--- config.mk ---
export PLATFORM = sky130hd
export DESIGN_NAME = vigna_bus_arbiter
export DESIGN_NICKNAME = d
export VERILOG_FILES = /design/src/rtl/vigna_bus_arbiter.sv
export SDC_FILE = /design/constraint.sdc
export NUM_CORES = 1
export LEC_CHECK = 0
export CORE_ASPECT_RATIO = 1.4
export CORE_MARGIN = 5
export CORE_UTILIZATION = 32
export CTS_BUF_LIST = sky130_fd_sc_hd__clkbuf_8
export CTS_CLUSTER_SIZE = 25
export DETAILED_ROUTE_END_ITERATION = 8
export GPL_ROUTABILITY_DRIVEN = 0
export GPL_TIMING_DRIVEN = 1
export HOLD_SLACK_MARGIN = 0.06
export PLACE_DENSITY_LB_ADDON = 0.3
export SETUP_SLACK_MARGIN = 0.2
export SYNTH_ARGS = -nofsm -noshare
export SYNTH_HDL_FRONTEND = slang
export SYNTH_SLANG_ARGS = --single-unit
--- constraint.sdc ---
create_clock -name clk -period 1.6 [get_ports clk]
set_input_delay 0.24 -clock clk [delete_from_list [all_inputs] [get_ports clk]]
set_output_delay 0.24 -clock clk [all_outputs]
set_load 0.1 [all_outputs]
--- src/rtl/vigna_bus_arbiter.sv ---
// Purpose: merge the vigna instruction (i_*) and data (d_*) buses onto one shared memory port (m_*).
// Latency: request sampled in IDLE drives a registered m_valid on the next cycle; completion is returned combinationally.
// Backpressure: the grant is held until m_ready; the losing master waits with ready=0. VIGNA_BUS_ARBITER_ROUND_ROBIN_EN selects round-robin.
module vigna_bus_arbiter #(
    parameter int ADDR_W = 32,
    parameter int DATA_W = 32
) (
    input  logic                  clk,
    input  logic                  resetn,

    input  logic                  i_valid,
    output logic                  i_ready,
    input  logic [ADDR_W-1:0]     i_addr,
    output logic [DATA_W-1:0]     i_rdata,

    input  logic                  d_valid,
    output logic                  d_ready,
    input  logic [ADDR_W-1:0]     d_addr,
    input  logic [DATA_W-1:0]     d_wdata,
    input  logic [DATA_W/8-1:0]   d_wstrb,
    output logic [DATA_W-1:0]     d_rdata,

    output logic                  m_valid,
    input  logic                  m_ready,
    output logic [ADDR_W-1:0]     m_addr,
    output logic [DATA_W-1:0]     m_wdata,
    output logic [DATA_W/8-1:0]   m_wstrb,
    input  logic [DATA_W-1:0]     m_rdata
);

    localparam int STRB_W = DATA_W / 8;

    typedef enum logic {
        IDLE = 1'b0,
        BUSY = 1'b1
    } state_t;

    typedef enum logic [1:0] {
        GNT_NONE = 2'd0,
        GNT_I    = 2'd1,
        GNT_D    = 2'd2
    } grant_t;

    state_t              state;
    state_t              state_nxt;
    grant_t              grant;
    grant_t              grant_nxt;

    logic                m_valid_nxt;
    logic [ADDR_W-1:0]   m_addr_nxt;
    logic [DATA_W-1:0]   m_wdata_nxt;
    logic [STRB_W-1:0]   m_wstrb_nxt;

    // Tie-break preference when both masters request in the same IDLE cycle.
    logic                prefer_d;
    // Data master wins arbitration this cycle.
    logic                pick_d;
    // The slave completes the granted transaction in this cycle.
    logic                xfer_done;

    // Completion is only recognised while a transaction is actually outstanding;
    // a reset cycle swallows it so an abandoned transaction never reports ready.
    assign xfer_done = resetn && (state == BUSY) && m_valid && m_ready;

`ifdef VIGNA_BUS_ARBITER_ROUND_ROBIN_EN
    // High when the most recently completed transaction belonged to the data master.
    logic last_grant_d;

    // Remember who was served last so the other master wins the next tie.
    always_ff @(posedge clk) begin
        if (!resetn) begin
            last_grant_d <= 1'b0;
        end else if (xfer_done) begin
            last_grant_d <= (grant == GNT_D);
        end
    end

    assign prefer_d = !last_grant_d;
`else
    // Fixed priority: loads/stores always beat fetches on a tie.
    assign prefer_d = 1'b1;
`endif

    // A lone requester always wins; on a tie the preference decides.
    assign pick_d = d_valid && (!i_valid || prefer_d);

    // Next-state and next-register values for the shared-port request.
    always_comb begin
        state_nxt   = state;
        grant_nxt   = grant;
        m_valid_nxt = m_valid;
        m_addr_nxt  = m_addr;
        m_wdata_nxt = m_wdata;
        m_wstrb_nxt = m_wstrb;

        unique case (state)
            IDLE: begin
                if (i_valid || d_valid) begin
                    state_nxt   = BUSY;
                    m_valid_nxt = 1'b1;
                    if (pick_d) begin
                        grant_nxt   = GNT_D;
                        m_addr_nxt  = d_addr;
                        m_wdata_nxt = d_wdata;
                        m_wstrb_nxt = d_wstrb;
                    end else begin
                        // Fetches are always reads: no store data, no strobes.
                        grant_nxt   = GNT_I;
                        m_addr_nxt  = i_addr;
                        m_wdata_nxt = '0;
                        m_wstrb_nxt = '0;
                    end
                end
            end
            BUSY: begin
                // Request stays frozen until the slave answers; master-side
                // changes are ignored for the life of the transaction.
                if (m_ready) begin
                    state_nxt   = IDLE;
                    grant_nxt   = GNT_NONE;
                    m_valid_nxt = 1'b0;
                    m_wstrb_nxt = '0;
                end
            end
            default: begin
                state_nxt   = IDLE;
                grant_nxt   = GNT_NONE;
                m_valid_nxt = 1'b0;
                m_wstrb_nxt = '0;
            end
        endcase
    end

    // State, grant and registered shared-port request.
    always_ff @(posedge clk) begin
        if (!resetn) begin
            state   <= IDLE;
            grant   <= GNT_NONE;
            m_valid <= 1'b0;
            m_addr  <= '0;
            m_wdata <= '0;
            m_wstrb <= '0;
        end else begin
            state   <= state_nxt;
            grant   <= grant_nxt;
            m_valid <= m_valid_nxt;
            m_addr  <= m_addr_nxt;
            m_wdata <= m_wdata_nxt;
            m_wstrb <= m_wstrb_nxt;
        end
    end

    // Steer the slave response to the granted master only.
    always_comb begin
        i_ready = 1'b0;
        d_ready = 1'b0;
        i_rdata = '0;
        d_rdata = '0;
        if (grant == GNT_I) begin
            i_ready = xfer_done;
            i_rdata = m_rdata;
        end
        if (grant == GNT_D) begin
            d_ready = xfer_done;
            d_rdata = m_rdata;
        end
    end

endmodule
==> metrics.md, run 1 <==
| Metric | Value |
|---|---|
| Slowest stage delay, CP | 370 ps |
| CTS tree | yes |
| CP Capture Type | primary output |
| Clk_lat worst skew | 340 ps |
| Ys Warns | 0 |
| Root Buffer | clkbuf_8 |
| # setup viols final | 66 |
| Vias in the first global route | 3692 |
| DIE WIDTH | ~93 um |
| Syn_nets | ~430 |
| Critical-path cell list | nor2b_4, buf_4, buf_16, and2_4, buf_12 |
| Nets | 709 |
| Cell area after synthesis | 3070 um^2 |
| Clock-pin slew on the worst setup and hold paths | 70 ps |
| Max Buffers Root-to-Sink | 2 |
| WHS | 285 ps |
| PD cells | 833 nW/um^2 |
| Net switching fraction of the power | 39.7% |
| Async S/R FF share, synth | 0% |
| Status | finished with violations |
| Crit share post-route | 106% |
| CP max FO | 16 |
| Maximum level of the CTS H-tree | 3 |
| Leading area contributor after synthesis | dfxtp_1 |
| Failing checks | setup timing |
| Post-Syn Area per Cell | 10.4 um^2 |
| Initial drt markers | between 60 and 70 |
| Total Routing Usage GR | 22.9% |
| Crit path time final | approximately 1700 ps |
| Max-slew violations | 0 |
| WS Path Type | reg -> out |
| Crit path DAT | 1460 ps |
| Post-synthesis cell type count | 21 |
| Reg power frac | around a third |
| First-pass GRT wire length | 20500 um |
| TritonCTS Buffers | 9 |
| Yosys reg bits | 72 |
| Largest net degree at the start of global routing | 33 |
| Worst EP required | around 1400 ps |
| Post-synthesis sequential area ratio | between 40 and 50% |
| Vias per cell | 4.94 |
| Maximum Capacitance Violations | 0 |
| Switching pwr | 2.58 mW |
| Via count | 3392 |
| P&R area growth vs syn | 154% |
| Synth Flop Type | dfxtp_1 |
| Combinational group share of total power | 46.4% |
| Max Freq | 587 MHz |
| Unrepaired setup endpoints after global routing | yes |
| Hold Crit Class | in -> reg |
| Max-slew headroom | 72.9% |
| Number of synthesized flops with an enable pin | 0 |
| Core Util, Final | 82.8% |
| WL final | 13900 um |
| DRC errors left | 0 |
| WL per Instance | 20.3 um |
| Share of cells above drive strength 1 | roughly 43% |
| Routed Antenna Nets | 0 |
| Initial antenna violation count | 2 |
| Place WS | -73.8 ps |
| Die area | 11700 um^2 |
| Final Hold Viols | 0 |
| Post-route setup TNS | -5020 ps |
| Core ar. | 9410 um^2 |
| Post-DP HPWL | roughly 12000 um |
| DR pass1 iterations | 4 |
| Die Span Y | 126 um |
| Number of port buffers | 271 |
| Starting Density | 32.7% |
| Yosys top cell area share | 46.9% |
| Overall Power | 6.49 mW |
| Slowest-stage cell, CP | dfxtp_4 |
| Least-Margin Pin Slew | 407 ps |
| Total gr overflow | 0 |
| Syn Inst Count | 294 |
| Internal power | 3.91 mW |
| ANT cells | 0 |
| Clock power share | 21.8% |
| Clock sinks | 72 |
| Setup Skew | roughly 9.1 ps |
| Worst VDD drop | 0.621 mV |
| # rows | 42 |
| Leakage | 3.22 nW |
| Synth area leaders | dfxtp_1 (47%), and2_1 (13%), mux2i_1 (10%) |
| Worst Setup Start Kind | flop |
| Worst Slack Setup Final | -102 ps |
| I/O pin total | 272 |
## per-stage QoR
stage          instances  cell area [um^2]
6_report             687              7790
5_1_grt              687              7790
4_1_cts              686              7760
3_5_place_dp         666              7490
3_3_place_gp         666              7490
2_1_floorplan        294              3270
## area by class of cell
class / instances / area, um^2
Multi-Input combinational cell: 196 / 1670
Timing Repair Buffer: 293 / 4330
Tap cell: 110 / 138
Sequential cell: 72 / 1450
Fill cell: 521 / 1610
Clock inverter: 6 / 60.1
Clock buffer: 10 / 138
## layer usage
metal  global-route usage (%)  share of wire, %  vias up
li1                         -                 -     1614
met1                     22.1                33     1547
met2                     42.9                54      197
met3                     9.61                10       30
met4                     8.20               2.7        4
met5                        0              0.14        -
## cell families (layout without fill, tap and decap cells)
| group | after synthesis | in the layout | synth area share [%] |
|---|---|---|---|
| compound gates | 75 | 75 | 20.5 |
| buf+inv | 26 | 309 | 5.13 |
| flops | 72 | 72 | 46.9 |
| mux | 32 | 32 | 10.4 |
| simple gates | 89 | 89 | 17.0 |
## Yosys cell counts, types with 2 or more instances
master	n
nand2_1	12
mux2i_1	32
nor2_1	3
buf_6	5
a22o_1	32
clkbuf_1	9
buf_2	9
o21ai_0	5
nor3b_1	2
a21boi_0	2
nor2b_1	4
dfxtp_1	72
and2_1	65
buf_4	3
o2bb2ai_1	32
o21bai_1	2
## state kept, by name, indices dropped and copies added (netlist names)
signal / flops
m_addr: 32
m_wdata: 32
m_wstrb: 4
grant: 2
m_valid: 1
state: 1
## layout by cell type, fill, tap and decap left out
cell type,instances
buf_6,2
clkbuf_8,10
clkinv_4,1
buf_12,140
o2bb2ai_1,32
nor3_1,1
o21bai_1,2
a31o_2,1
clkinv_2,2
clkdlybuf4s50_1,133
dlygate4sd2_1,2
nor3b_4,2
a22o_1,32
clkbuf_16,1
o21ai_2,1
a21boi_0,2
nand4_1,1
o21ai_0,5
clkinvlp_4,1
and3b_1,1
nor2b_4,2
nand2_1,12
buf_2,1
dfxtp_2,1
dfxtp_1,68
buf_4,13
nor2_1,3
and2_2,2
bufinv_16,1
nor2b_1,2
mux2i_1,32
buf_16,1
dfxtp_4,3
inv_1,1
and2_4,63
## power by group through the flow
stage / Clock (mW) / Combinational (mW) / Sequential [mW]
floorplan: 0 / 0.862 / 2.89
global placement: 0 / 2.95 / 2.09
detailed placement: 0 / 3.00 / 2.10
CTS: 1.46 / 3.02 / 2.06
global route: 1.52 / 3.09 / 2.07
finish: 1.42 / 3.01 / 2.06
## critical path, delay by kind of cell, from the launching register on
family / cells / cell delay (ps)
simple gates: 2 / 300
buf+inv: 3 / 450
flops: 1 / 370
## worst paths after layout
| path | slack (ps) | startpoint | end | cells after the start |
|---|---|---|---|---|
| worst max register to register | 280 | state | m_wdata[17] | 5 |
| worst max-delay path | -100 | grant[0] | i_rdata[20] | 5 |
| worst min register to register | 510 | m_addr[11] | m_addr[11] | 1 |
| worst min-delay path | 290 | d_valid | state | 3 |
## timing repair
item | in CTS | in global routing
pin swaps | 11 | 4
buffers inserted | 3 | 0
hold buffers | 0 | 0
gates resized for setup | 14 | 1
cloned | 1 | 1
endpoints found under the setup margin | 85 | 68
(Power assumes the default switching activity.)
==> inputs of run 2 (changes only) <==
- ABC_AREA: default -> 1
- ABC_CLOCK_PERIOD_IN_PS: default -> 1600
- CORE_UTILIZATION: 32 -> 34
- RECOVER_POWER: default -> 50
==> run 2 against run 1 <==
The flow still finishes with violations (setup timing). Largest cell class unchanged. Clock skew is 2.1 ps lower. Count of clock-buffer cells in the layout is 1 higher. Total power is 1.6% higher. Highest routed layer is now met4. Register-to-register slack worse by 170 ps.
==> metrics.md, run 2 <==
| Metric | Value |
|---|---|
| Status | finished with violations |
| Failing checks | setup timing |
| Syn_nets | 682 |
| DIE WIDTH | 94.0 um |
| Post-DP HPWL | 13500 um |
| Placed Area | 8180 um^2 |
| Post-synthesis sequential area ratio | a little over two fifths |
| Synth Flop Type | dfxtp_1 |
| CTS tree | yes |
| Setup Skew | 6.97 ps |
| Die Span Y | 128 um |
| Reg2reg start | state |
| WS Path Type | reg -> out |
| Max-slew violations | 0 |
| Worst Hold Depth | 3 |
| PD cells | a little under 900 nW/um^2 |
| Hold buffers post-CTS | 0 |
| Clk_lat worst skew | roughly 350 ps |
| Core ar. | 9790 um^2 |
| CP max FO | 9 |
| Initial antenna violation count | 0 |
| ANT cells | 0 |
| Number of port buffers | 271 |
| Total Routing Usage GR | between 30% and 40% |
| Via count | roughly 4700 |
| Final Hold Viols | 0 |
| Overall Power | 6.59 mW |
| Worst Slack Setup Final | -191 ps |
| Max Buffers Root-to-Sink | 2 |
| Total gr overflow | 0 |
| Most common cell after layout, fill and taps aside | nand2_1 |
| # setup viols final | between 60 and 70 |
| Core Util, Final | 77.9% |
| Number of synthesized flops with an enable pin | 0 |
| Cell count of the worst reg-to-reg path | 5 |
| Vias per cell | 4.90 |
| Reg2reg setup slack | 110 ps |
| Largest net degree at the start of global routing | 41 |
| TritonCTS Buffers | 9 |
| CP Capture Type | primary output |
| Synth area leaders | dfxtp_1 (43%), nand2_1 (19%), nor2_1 (16%) |
| Maximum Capacitance Violations | 0 |
| Routed Antenna Nets | 0 |
| Initial drt markers | 259 |
| Maximum level of the CTS H-tree | 3 |
| Cell area after synthesis | 3360 um^2 |
| Starting Density | approximately 34% |
| Root Buffer | clkbuf_8 |
| Top-count cell post-synth | nand2_1 |
| Clock-pin slew on the worst setup and hold paths | 70 ps |
| Post-route setup TNS | -7240 ps |
| Post-synth top cells | nand2_1 (172), nor2_1 (146), dfxtp_1 (72) |
| Post-route cell area | 7630 um^2 |
| # rows | 43 |
| Leakage | ~3.4 nW |
| P&R area growth vs syn | 127% |
| Share of cells above drive strength 1 | 30.9% |
| Die area | 12000 um^2 |
| I/O pin total | 272 |
| Crit share post-route | 112% |
| Nets | 954 |
| Post-synthesis cell type count | 18 |
| Crit path DAT | 1550 ps |
| Syn Inst Count | 545 |
| Max Freq | 558 MHz |
| Hold Crit Class | in -> reg |
| Least-Margin Pin Slew | 590 ps |
| Crit path time final | 1790 ps |
| Worst EP required | 1360 ps |
| Yosys reg bits | 72 |
| Max-slew headroom | 60.8% |
| Yosys top cell area share | a little over two fifths |
| Clock sinks | 72 |
| Hold Path End | m_wdata[7] |
| Capture point of the worst reg-to-reg path | m_wdata[29] |
| WL per Instance | 19.6 um |
| Post-Syn Area per Cell | roughly 6 um^2 |
| Worst Setup Start Kind | flop |
| DR pass1 iterations | 5 |
| DRC errors left | 0 |
| WL final | 18700 um |
| Async S/R FF share, synth | 0% |
| First-pass GRT wire length | 27500 um |
| Min-delay src | d_wdata[7] |
| Leading area contributor after synthesis | dfxtp_1 |
| Post-CTS setup buffer count | 0 |
| Biggest regs | m_addr (32), m_wdata (32), m_wstrb (4) |
| Ys Warns | 0 |
| Most frequent cells in the layout | nand2_1 (170), clkdlybuf4s50_1 (135), nor2_1 (80) |
| Worst VDD drop | roughly 0.70 mV |
| Unrepaired setup endpoints after global routing | yes |
| Vias in the first global route | 5069 |
## run 2: cell count changes in the layout (fill, tap and decap cells not counted), sizes merged, moves of 41 or more
cell	before	now
and2	65	0
buf	157	94
clkbuf	11	75
inv	1	42
nand2	12	174
nor2	3	147
## run 2: report_power, final
group | internal, mW | total [mW] | switching, mW
combinational | 0.980 | 3.27 | 2.29
clock | 0.628 | 1.28 | 0.657
sequential | 1.94 | 2.04 | 0.0958
## run 2: cells by family (layout without fill, tap and decap cells)
| group | count (synthesis) | in the layout | synth area share (%) |
|---|---|---|---|
| AND/OR/NAND/NOR | 329 | 329 | 37.3 |
| buffers and inverters | 76 | 352 | 9.53 |
| flip-flops | 72 | 72 | 42.9 |
| AO/OA/AOI/OAI | 68 | 68 | 10.3 |
## run 2: stage by stage
step / setup slack [ps] / cells / hold slack [ps]
2_1_floorplan: -26.5 / 545 / 387
3_3_place_gp: -23.6 / 934 / 477
3_5_place_dp: -142 / 934 / 490
4_1_cts: -199 / 955 / 431
5_1_grt: -260 / 956 / 444
6_report: -191 / 956 / 450
## run 2: cell type report
cell class                 instances  area (um^2)
timing repair buffer             295         3560
fill                             563         2160
multi-input combinational        397         2120
sequential                        72         1450
tap                              135          169
inverter                          42          160
clock buffer                      11          151
clock inverter                     4         21.3
## run 2: repair_timing
| item | 4_1_cts | 5_1_grt |
|---|---|---|
| gates cloned | 6 | 1 |
| endpoints found under the setup margin | 66 | 90 |
| gates resized for setup | 9 | 2 |
| pin swaps | 4 | 0 |
## run 2: metal layers
metal / global-route usage (%) / wire length (um) / vias to the layer above / share of wire, %
met2: 56.3 / 9960 / 273 / 53
li1: - / - / 2198 / -
met5: 0 / 0 / - / 0
met1: 28.1 / 6050 / 2145 / 32
met4: 15.0 / 1050 / 0 / 5.6
met3: 10.5 / 1690 / 70 / 9.0
## run 2: worst max path at each step
stage,startpoint,endpoint,depth (start not counted),slack [ps]
2_1_floorplan,grant[0],i_rdata[10],5,-30
3_5_place_dp,d_valid,m_addr[4],7,-140
3_3_place_gp,d_valid,m_addr[15],7,-20
5_1_grt,grant[0],i_rdata[22],5,-260
6_report,grant[0],i_rdata[26],5,-190
4_1_cts,grant[0],i_rdata[7],5,-200
## run 2: critical path: stages, from the launching register on
cell     delay, ps
dfxtp_2        340
inv_2           50
or2_4          300
buf_16         190
nor2_4         130
buf_12         190
==> inputs of run 3 (changes only) <==
- CORE_AREA: default -> 2 2 106 108
- CORE_ASPECT_RATIO: 1.4 -> default
- CORE_MARGIN: 5 -> default
- CORE_UTILIZATION: 34 -> default
- DIE_AREA: default -> 0 0 108 110
==> run 3 against run 2 <==
The run still ends with setup timing left. Highest routed layer unchanged. Wire length is 12% lower. Die area is 1.0% lower. Flip-flop and latch count stayed put. Count of clock-buffer cells in the layout unchanged. Largest power group unchanged. Clock skew up 2.5 ps.
==> metrics.md, run 3 (same netlist as run 2, synthesis figures left out) <==
| Metric | Value |
|---|---|
| Status | finished with violations |
| Failing checks | setup timing |
| Max-slew violations | 0 |
| Reg power frac | 30.0% |
| Maximum level of the CTS H-tree | 3 |
| Vias in the first global route | 4632 |
| Crit path DAT | 1590 ps |
| Clock sinks | between 70 and 80 |
| Internal power | about 3.7 mW |
| # rows | 38 |
| WL per Instance | 17.2 um |
| CTS tree | yes |
| Setup Skew | 9.52 ps |
| Die area | 11900 um^2 |
| Overall Power | 6.76 mW |
| CP Capture Type | primary output |
| Cell count of the worst reg-to-reg path | 6 |
| Die Span Y | 110 um |
| WS Path Type | reg -> out |
| Number of port buffers | 271 |
| Unrepaired setup endpoints after global routing | yes |
| Placed cell count | 939 |
| Net switching fraction of the power | a little under half |
| Total Routing Usage GR | 26.8% |
| Max-slew headroom | 55.0% |
| Most common cell after layout, fill and taps aside | nand2_1 |
| Max Freq | 548 MHz |
| Place WS | -86.9 ps |
| Post-DP HPWL | 11500 um |
| PD cells | 886 nW/um^2 |
| Least-Margin Pin Slew | 675 ps |
| Worst Setup Start Kind | flop |
| Fillcell total | 726 |
| # setup viols final | 64 |
| Max Buffers Root-to-Sink | 2 |
| Starting Density | roughly a third |
| DR pass1 iterations | 5 |
| ANT cells | 0 |
| Largest delay share family, worst path | buffers and inverters |
| CP max FO | 11 |
| Via count | approximately 4600 |
| Non-filler cells, final | 964 |
| Worst Hold Depth | 3 |
| Initial antenna violation count | 0 |
| Placed Area | 8170 um^2 |
| Vias per cell | 4.73 |
| DRC errors left | 0 |
| Nets | 956 |
| Hold Crit Class | in -> reg |
| Core ar. | 10700 um^2 |
| Crit share post-route | 114% |
| Worst Slack Setup Final | -225 ps |
| Min-delay src | d_wdata[17] |
| P&R area growth vs syn | 127% |
| I/O pin total | 272 |
| Clock power share | 22.1% |
| Root Buffer | clkbuf_8 |
| TritonCTS Buffers | 9 |
| Slowest-stage cell, CP | dfxtp_4 |
| Critical-path cell list | inv_4, or2_4, clkbuf_16, nor2_4, buf_12 |
| Clk_lat worst skew | 350 ps |
| Combinational group share of total power | 47.9% |
| Worst VDD drop | 0.705 mV |
| Critical Path Stages | 5 |
| First-pass GRT wire length | around 24000 um |
| Share of cells above drive strength 1 | 31.6% |
| Worst EP required | roughly 1400 ps |
| Post-route setup TNS | -7730 ps |
| Switching pwr | 3.05 mW |
| Leakage | 3.33 nW |
| Maximum Capacitance Violations | 0 |
| Final Hold Viols | 0 |
| Clock-pin slew on the worst setup and hold paths | 80 ps |
| Total gr overflow | 0 |
| Routed Antenna Nets | 0 |
| Crit path time final | 1830 ps |
| DIE WIDTH | between 100 and 150 um |
| Biggest regs | m_addr (32), m_wdata (32), m_wstrb (4) |
| Worst path bufs/invs | 3 |
| Post-route cell area | 7620 um^2 |
| Most frequent cells in the layout | nand2_1 (169), clkdlybuf4s50_1 (135), nor2_1 (80) |
| Initial drt markers | between 200 and 300 |
| Reg2reg start | state |
| WL final | 16500 um |
| Critical Path Start | grant[0] |
| Slowest stage delay, CP | 380 ps |
| Largest net degree at the start of global routing | 45 |
run 3: metal layers:
layer / up-vias / routed length [um] / track usage [%]
met5: - / 0 / 0
met4: 0 / 675 / 15.5
met3: 53 / 1490 / 9.58
met2: 220 / 8710 / 49.6
met1: 2082 / 5670 / 25.6
li1: 2206 / - / -
run 3: what timing repair did:
item | in CTS | in global routing
gates resized for setup | 9 | 12
hold buffers | 0 | 0
setup buffers | 3 | 1
setup endpoints to repair | 66 | 83
pin swaps | 5 | 7
cloned | 4 | 1
run 3: final timing paths:
path / endpoint / slack (ps)
max reg2reg: m_wdata[27] / 140
min: m_wdata[17] / 450
min reg2reg: m_wdata[3] / 460
max: i_rdata[17] / -230
run 3: stage by stage:
| step | utilization (%) | hold WS (ps) |
|---|---|---|
| final | 71.3 | 448 |
| after global routing | 71.3 | 428 |
| after CTS | 79.8 | 428 |
| after detailed placement | 76.4 | 470 |
| after global placement | 76.4 | 471 |
| after floorplan | - | 387 |
run 3: worst reg2reg max path: stages (launching register included):
cell	delay, ps
dfxtp_4	370
clkbuf_1	270
inv_4	90
o21ai_4	120
buf_12	260
nand2_1	110
a21oi_1	160
run 3: power groups by stage:
stage / Combinational, mW / Sequential [mW] / Clock, mW
after floorplan: 1.12 / 3.06 / 0
after global placement: 3.46 / 2.13 / 0
after detailed placement: 3.51 / 2.14 / 0
after CTS: 3.60 / 2.10 / 1.52
after global routing: 3.36 / 2.04 / 1.61
final: 3.24 / 2.03 / 1.49
run 3: final cells by class:
class	count	area (um^2)	area share (%)
flip-flops and latches	72	1450	19.1
inverters	42	163	2.13
clock buffers	11	151	1.99
clock inverters	5	55.1	0.722
multi-input cells	397	2140	28.1
well taps	140	175	2.30
repair buffers	297	3480	45.7
